File: config.mk
export PLATFORM = sky130hd
export DESIGN_NAME = overlay_sequencer_flat
export DESIGN_NICKNAME = d
export VERILOG_FILES = /design/src/rtl/overlay_sequencer_if.sv /design/src/rtl/overlay_sequencer.sv /design/src/flat_wrapper.sv
export SDC_FILE = /design/constraint.sdc
export NUM_CORES = 1
export LEC_CHECK = 0
export CORE_ASPECT_RATIO = 0.9
export CORE_MARGIN = 2
export CORE_UTILIZATION = 46
export CTS_CLUSTER_DIAMETER = 100
export DETAILED_ROUTE_END_ITERATION = 8
export PLACE_DENSITY_LB_ADDON = 0.1
export SYNTH_ARGS = -nofsm -noshare
export SYNTH_HDL_FRONTEND = slang
export SYNTH_SLANG_ARGS = --single-unit
File: constraint.sdc
create_clock -name CLK -period 1.5 [get_ports CLK]
set_clock_uncertainty 0.1 [all_clocks]
set_input_delay 0.225 -clock CLK [delete_from_list [all_inputs] [get_ports CLK]]
set_output_delay 0.225 -clock CLK [all_outputs]
set_load 0.05 [all_outputs]
File: src/rtl/overlay_sequencer_if.sv
// Handshake bundle between the overlay sequencer and the game/VGA logic.
// The master drives the event pulses; the slave (sequencer) drives the overlay state.
interface overlay_sequencer_if;
  logic       start_of_frame;
  logic       goal_p1;
  logic       goal_p2;
  logic       restart;
  logic       goal_show;
  logic       game_over_show;
  logic       freeze;
  logic [3:0] score_p1;
  logic [3:0] score_p2;
  logic [1:0] winner;

  modport master (
    output start_of_frame, goal_p1, goal_p2, restart,
    input  goal_show, game_over_show, freeze, score_p1, score_p2, winner
  );

  modport slave (
    input  start_of_frame, goal_p1, goal_p2, restart,
    output goal_show, game_over_show, freeze, score_p1, score_p2, winner
  );
endinterface

File: src/rtl/overlay_sequencer.sv
// Score keeping and goal / game-over overlay sequencing for the pong game.
// Define OVERLAY_BLINK_EN to make the game-over icon blink every BLINK_FRAMES frames.
module overlay_sequencer #(
  parameter int unsigned GOAL_FRAMES  = 120,
  parameter int unsigned WIN_SCORE    = 5,
  parameter int unsigned BLINK_FRAMES = 16
) (
  input  logic                CLK,
  input  logic                RESET,
  overlay_sequencer_if.slave  bus
);

  localparam int unsigned CNT_W   = 8;
  localparam int unsigned SCORE_W = 4;

  localparam logic [CNT_W-1:0]   GOAL_LAST = CNT_W'(GOAL_FRAMES - 1);
  localparam logic [SCORE_W-1:0] WIN       = SCORE_W'(WIN_SCORE);
  localparam logic [SCORE_W-1:0] SCORE_MAX = '1;

  // Reject illegal parameterisations at elaboration time.
  if (GOAL_FRAMES < 1 || GOAL_FRAMES > 255) begin : g_bad_goal
    $error("GOAL_FRAMES out of range 1..255");
  end
  if (WIN_SCORE < 1 || WIN_SCORE > 15) begin : g_bad_win
    $error("WIN_SCORE out of range 1..15");
  end
  if (BLINK_FRAMES < 1 || BLINK_FRAMES > 255) begin : g_bad_blink
    $error("BLINK_FRAMES out of range 1..255");
  end

  typedef enum logic [1:0] {
    PLAY      = 2'd0,
    GOAL_SHOW = 2'd1,
    GAME_OVER = 2'd2
  } state_t;

  state_t               state_q, state_d;
  logic [CNT_W-1:0]     frame_cnt_q, frame_cnt_d;
  logic [SCORE_W-1:0]   score_p1_q, score_p1_d;
  logic [SCORE_W-1:0]   score_p2_q, score_p2_d;
  logic [1:0]           winner_q, winner_d;
  logic                 goal_show_q, goal_show_d;
  logic                 over_show_q, over_show_d;
  logic                 freeze_q, freeze_d;
`ifdef OVERLAY_BLINK_EN
  localparam logic [CNT_W-1:0] BLINK_LAST = CNT_W'(BLINK_FRAMES - 1);
  logic [CNT_W-1:0]     blink_cnt_q, blink_cnt_d;
`endif

  logic win_p1, win_p2;

  // Scores are final while the goal icon is up, so the win test uses the registered values.
  assign win_p1 = (score_p1_q >= WIN);
  assign win_p2 = (score_p2_q >= WIN);

  // Next-state and next-output logic.
  always_comb begin
    state_d     = state_q;
    frame_cnt_d = frame_cnt_q;
    score_p1_d  = score_p1_q;
    score_p2_d  = score_p2_q;
    winner_d    = winner_q;
    goal_show_d = goal_show_q;
    over_show_d = over_show_q;
    freeze_d    = freeze_q;
`ifdef OVERLAY_BLINK_EN
    blink_cnt_d = blink_cnt_q;
`endif

    if (bus.restart) begin
      state_d     = PLAY;
      frame_cnt_d = '0;
      score_p1_d  = '0;
      score_p2_d  = '0;
      winner_d    = 2'b00;
      goal_show_d = 1'b0;
      over_show_d = 1'b0;
      freeze_d    = 1'b0;
`ifdef OVERLAY_BLINK_EN
      blink_cnt_d = '0;
`endif
    end else begin
      case (state_q)
        PLAY: begin
          if (bus.goal_p1 || bus.goal_p2) begin
            state_d     = GOAL_SHOW;
            frame_cnt_d = '0;
            goal_show_d = 1'b1;
            freeze_d    = 1'b1;
            if (bus.goal_p1 && score_p1_q != SCORE_MAX) begin
              score_p1_d = score_p1_q + SCORE_W'(1);
            end
            if (bus.goal_p2 && score_p2_q != SCORE_MAX) begin
              score_p2_d = score_p2_q + SCORE_W'(1);
            end
          end
        end

        GOAL_SHOW: begin
          if (bus.start_of_frame) begin
            if (frame_cnt_q == GOAL_LAST) begin
              frame_cnt_d = '0;
              goal_show_d = 1'b0;
              if (win_p1 || win_p2) begin
                state_d     = GAME_OVER;
                winner_d    = {win_p2, win_p1};
                over_show_d = 1'b1;
                freeze_d    = 1'b1;
`ifdef OVERLAY_BLINK_EN
                blink_cnt_d = '0;
`endif
              end else begin
                state_d  = PLAY;
                freeze_d = 1'b0;
              end
            end else begin
              frame_cnt_d = frame_cnt_q + CNT_W'(1);
            end
          end
        end

        GAME_OVER: begin
`ifdef OVERLAY_BLINK_EN
          // Icon toggles each time BLINK_FRAMES frames have elapsed.
          if (bus.start_of_frame) begin
            if (blink_cnt_q == BLINK_LAST) begin
              blink_cnt_d = '0;
              over_show_d = ~over_show_q;
            end else begin
              blink_cnt_d = blink_cnt_q + CNT_W'(1);
            end
          end
`else
          over_show_d = 1'b1;
`endif
        end

        default: begin
          state_d = PLAY;
        end
      endcase
    end
  end

  // State and output registers; RESET wins over every other input.
  always_ff @(posedge CLK) begin
    if (RESET) begin
      state_q     <= PLAY;
      frame_cnt_q <= '0;
      score_p1_q  <= '0;
      score_p2_q  <= '0;
      winner_q    <= 2'b00;
      goal_show_q <= 1'b0;
      over_show_q <= 1'b0;
      freeze_q    <= 1'b0;
`ifdef OVERLAY_BLINK_EN
      blink_cnt_q <= '0;
`endif
    end else begin
      state_q     <= state_d;
      frame_cnt_q <= frame_cnt_d;
      score_p1_q  <= score_p1_d;
      score_p2_q  <= score_p2_d;
      winner_q    <= winner_d;
      goal_show_q <= goal_show_d;
      over_show_q <= over_show_d;
      freeze_q    <= freeze_d;
`ifdef OVERLAY_BLINK_EN
      blink_cnt_q <= blink_cnt_d;
`endif
    end
  end

  assign bus.goal_show      = goal_show_q;
  assign bus.game_over_show = over_show_q;
  assign bus.freeze         = freeze_q;
  assign bus.score_p1       = score_p1_q;
  assign bus.score_p2       = score_p2_q;
  assign bus.winner         = winner_q;

endmodule

File: src/flat_wrapper.sv
// flat-port wrapper written by rule: the top's interface ports become plain ports
module overlay_sequencer_flat 
#(
  parameter int unsigned GOAL_FRAMES  = 120,
  parameter int unsigned WIN_SCORE    = 5,
  parameter int unsigned BLINK_FRAMES = 16
)
  (CLK, RESET, bus_start_of_frame, bus_goal_p1, bus_goal_p2, bus_restart, bus_goal_show, bus_game_over_show, bus_freeze, bus_score_p1, bus_score_p2, bus_winner);
  overlay_sequencer_if bus_i ();
  input  logic CLK;
  input  logic RESET;
  input wire logic [$bits(bus_i.start_of_frame)-1:0] bus_start_of_frame;
  input wire logic [$bits(bus_i.goal_p1)-1:0] bus_goal_p1;
  input wire logic [$bits(bus_i.goal_p2)-1:0] bus_goal_p2;
  input wire logic [$bits(bus_i.restart)-1:0] bus_restart;
  output wire logic [$bits(bus_i.goal_show)-1:0] bus_goal_show;
  output wire logic [$bits(bus_i.game_over_show)-1:0] bus_game_over_show;
  output wire logic [$bits(bus_i.freeze)-1:0] bus_freeze;
  output wire logic [$bits(bus_i.score_p1)-1:0] bus_score_p1;
  output wire logic [$bits(bus_i.score_p2)-1:0] bus_score_p2;
  output wire logic [$bits(bus_i.winner)-1:0] bus_winner;
  assign bus_i.start_of_frame = bus_start_of_frame;
  assign bus_i.goal_p1 = bus_goal_p1;
  assign bus_i.goal_p2 = bus_goal_p2;
  assign bus_i.restart = bus_restart;
  assign bus_goal_show = bus_i.goal_show;
  assign bus_game_over_show = bus_i.game_over_show;
  assign bus_freeze = bus_i.freeze;
  assign bus_score_p1 = bus_i.score_p1;
  assign bus_score_p2 = bus_i.score_p2;
  assign bus_winner = bus_i.winner;
  overlay_sequencer #(.GOAL_FRAMES(GOAL_FRAMES), .WIN_SCORE(WIN_SCORE), .BLINK_FRAMES(BLINK_FRAMES)) u_core (.CLK(CLK), .RESET(RESET), .bus(bus_i));
endmodule
==> flow_metrics.tcl <==
set metrics [dict create \
    yosys.area.top_type "dfxtp_1" \
    final_common_cell "buf_4" \
    row_count 17 \
    synthArstFlopShare_pct 0 \
    final.min_clock_period_ps 1610 \
    dieArea_mm2 0.00292 \
    wl_per_cell_um 13.8 \
    hold_viol 0 \
    setup_slack_ps -105 \
    hpwl_um 2120 \
    multi_input_area_um2 767 \
    cts-root-buf "clkbuf_4" \
    fmax_ghz 0.623 \
    end_kind "flip-flop" \
    htreeDepth 1 \
    dr.pass1.iters 4 \
    final_net_count 190 \
    syn_nets 146 \
    setup_viol 7 \
    final_cell_mix "22 x buf_4, 14 x nor2_1, 14 x dfxtp_1" \
    cts_sinks 23 \
    clk_transition_reported_paths_ps 130 \
    timing.final.crit_share_pct 107 \
    die_h_um 51.5 \
    violations "negative setup slack" \
    tightest_slew_ps 364 \
    yosysWarnings 0 \
    netlist_area_mm2 0.00115 \
    viasPerCell 5.51 \
    slew_headroom_pct 75.7 \
    crit_arrival_ps 1770 \
    cp.required_ps 1670 \
    io_buffers 18 \
    crit_fanout 7 \
    register_area_um2 482 \
    synth_area_leaders "dfxtp_1 40%, ha_1 7.6%, a21oi_1 4.8%" \
    dpl.cell_count 199 \
    rsz0062_at_grt "yes" \
    synth_top_flop_cell "dfxtp_1" \
    hold_ws_ps 384 \
    holdCritPathClass "in2reg" \
    cts.path.max_buffers 2 \
    status "finished, violations left" \
    cap_violations 0 \
    cp_cell_sequence "nor2b_4 > or3_4 > or4_4 > a21oi_2" \
    ant_nets 0 \
    syn2layout_area_growth_pct 59.5 \
    yosysTopAreaCellShare_pct 40.0 \
    ioPinCount 19 \
    path_class "reg2reg" \
    clk_latency_ps 320 \
    grt_use_total_pct 20.8 \
    final_cells 204 \
    core_mm2 0.00242 \
    routed_wl_um 2810 \
    ir_worst_vdd_v 0.000603 \
    p_per_area_mw_per_mm2 616 \
    syn_avg_cell_area_um2 8.66 \
    grt_overflow 0 \
    place_congestion 0.810 \
    start_kind "flip-flop" \
    cpMaxStageDelayCell "or4_4" \
    grt_pass1_vias 1089 \
    critical-path-max-stage-delay_ps 490 \
    nFillCells 191 \
    num_vias 1124 \
    antenna_found_initial 0 \
    start_util_pct 47.5 \
    die_w_um 56.8 \
    drive_above_1_share_pct 40.3 \
    drv_slew 0 \
    synth-seq-cells 23 \
    synth-edff-count 0 \
    grt_max_degree 13 \
    diodes 0 \
    cts_tree "done" \
    ys_seq_area_share_pct 40.0 \
    drc 0 \
    grt_pass1_wl_um 4750 \
    p_leak_uw 0.000701 \
    synthCells 133 \
    hold_buffers 0 \
    drt_iter0_markers 18 \
    cts_buffers 3 \
    tns_ps -251 \
    yosysUniqueCellTypes 34 \
]
-- cell type report --
cell class              instances  area share, %
multi-input cells             100           41.7
repair buffers                 43           27.5
flip-flops and latches         23           26.2
well taps                      28           1.91
clock buffers                   4           1.43
inverters                       6           1.23
-- worst paths after layout --
path	slack (ps)	endpoint	from	cells after the start
setup / recovery	-110	u_core.frame_cnt_q[6]	u_core.state_q[0]	4
hold / removal	380	u_core.bus.score_p2[2]	bus_goal_p2	4
setup reg to reg	-110	u_core.frame_cnt_q[6]	u_core.state_q[0]	4
hold reg to reg	430	u_core.frame_cnt_q[6]	u_core.frame_cnt_q[6]	2
-- synthesized netlist by cell type, types with 2 or more instances --
library cell and instances:
o21ai_0 4, xor2_1 2, or4_1 2, nor4_1 3
or3_1 2, dfxtp_1 23, nor2b_1 3, clkbuf_1 3
nor2_1 14, nand3b_1 2, a41o_1 2, nand3_1 9
nand2b_1 4, a21oi_1 11, o211ai_1 2, nand2_1 4
ha_1 7, o31ai_1 4, a31oi_1 3, nand4_1 3
inv_1 6, xnor2_1 4, and3_1 3, mux2i_1 2
or2_2 2
-- per-layer routing --
metal	track usage [%]	vias to the layer above	routed length (um)
met5	0	-	0
met4	3.49	0	9
met3	5.57	2	96
met2	35.5	18	1340
met1	26.8	537	1370
li1	-	567	-
-- state kept, by name, summed over array words and instances, names as in the netlist --
name and count:
u_core.frame_cnt_q 8, u_core.bus.winner 2, u_core.bus.score_p1 4, u_core.bus.game_over_show 1, u_core.bus.freeze 1, u_core.bus.score_p2 4, u_core.bus.goal_show 1, u_core.state_q 2
-- metrics by stage --
stage / worst slack, ps / total power (uW) / utilization [%] / instance area [um^2]
after floorplan: -50.9 / 734 / - / 1220
after global placement: -455 / 827 / 70.6 / 1710
after detailed placement: -501 / 832 / 70.6 / 1710
after CTS: -103 / 1120 / 72.2 / 1750
after global routing: -160 / 1170 / 75.8 / 1840
final: -105 / 1130 / 75.8 / 1840
-- where the power goes --
part	total (uW)	switching, uW	internal [uW]	leakage (uW)
Clock	303	199	104	0.0000150
Combinational	203	103	100	0.000495
Sequential	627	11.3	615	0.000192
Total	1130	312	820	0.000701
-- critical path, delay by kind of cell, from the launching register on --
| kind | cells | cell delay, ps |
|---|---|---|
| AOI/OAI and AO/OA | 1 | 120 |
| and+or+nand+nor | 3 | 970 |
| DFF | 1 | 360 |
-- what timing repair did --
item                                    4_1_cts  5_1_grt
setup buffers                                 1        0
endpoints found under the hold margin         0        0
endpoints found under the setup margin       11       16
pin swaps                                     4        7
gates resized for setup                       6       23
-- kinds of logic after synthesis --
logic type,Yosys count,share of synthesized area (%)
and+or+nand+nor,56,26.9
AOI/OAI and AO/OA,29,15.9
DFF,23,40.0
buffers and inverters,10,3.37
adders and majority gates,7,7.60
xor gates and xnor gates,6,4.56
muxes,2,1.74
No activity file was read; power rests on OpenSTA's default activity.
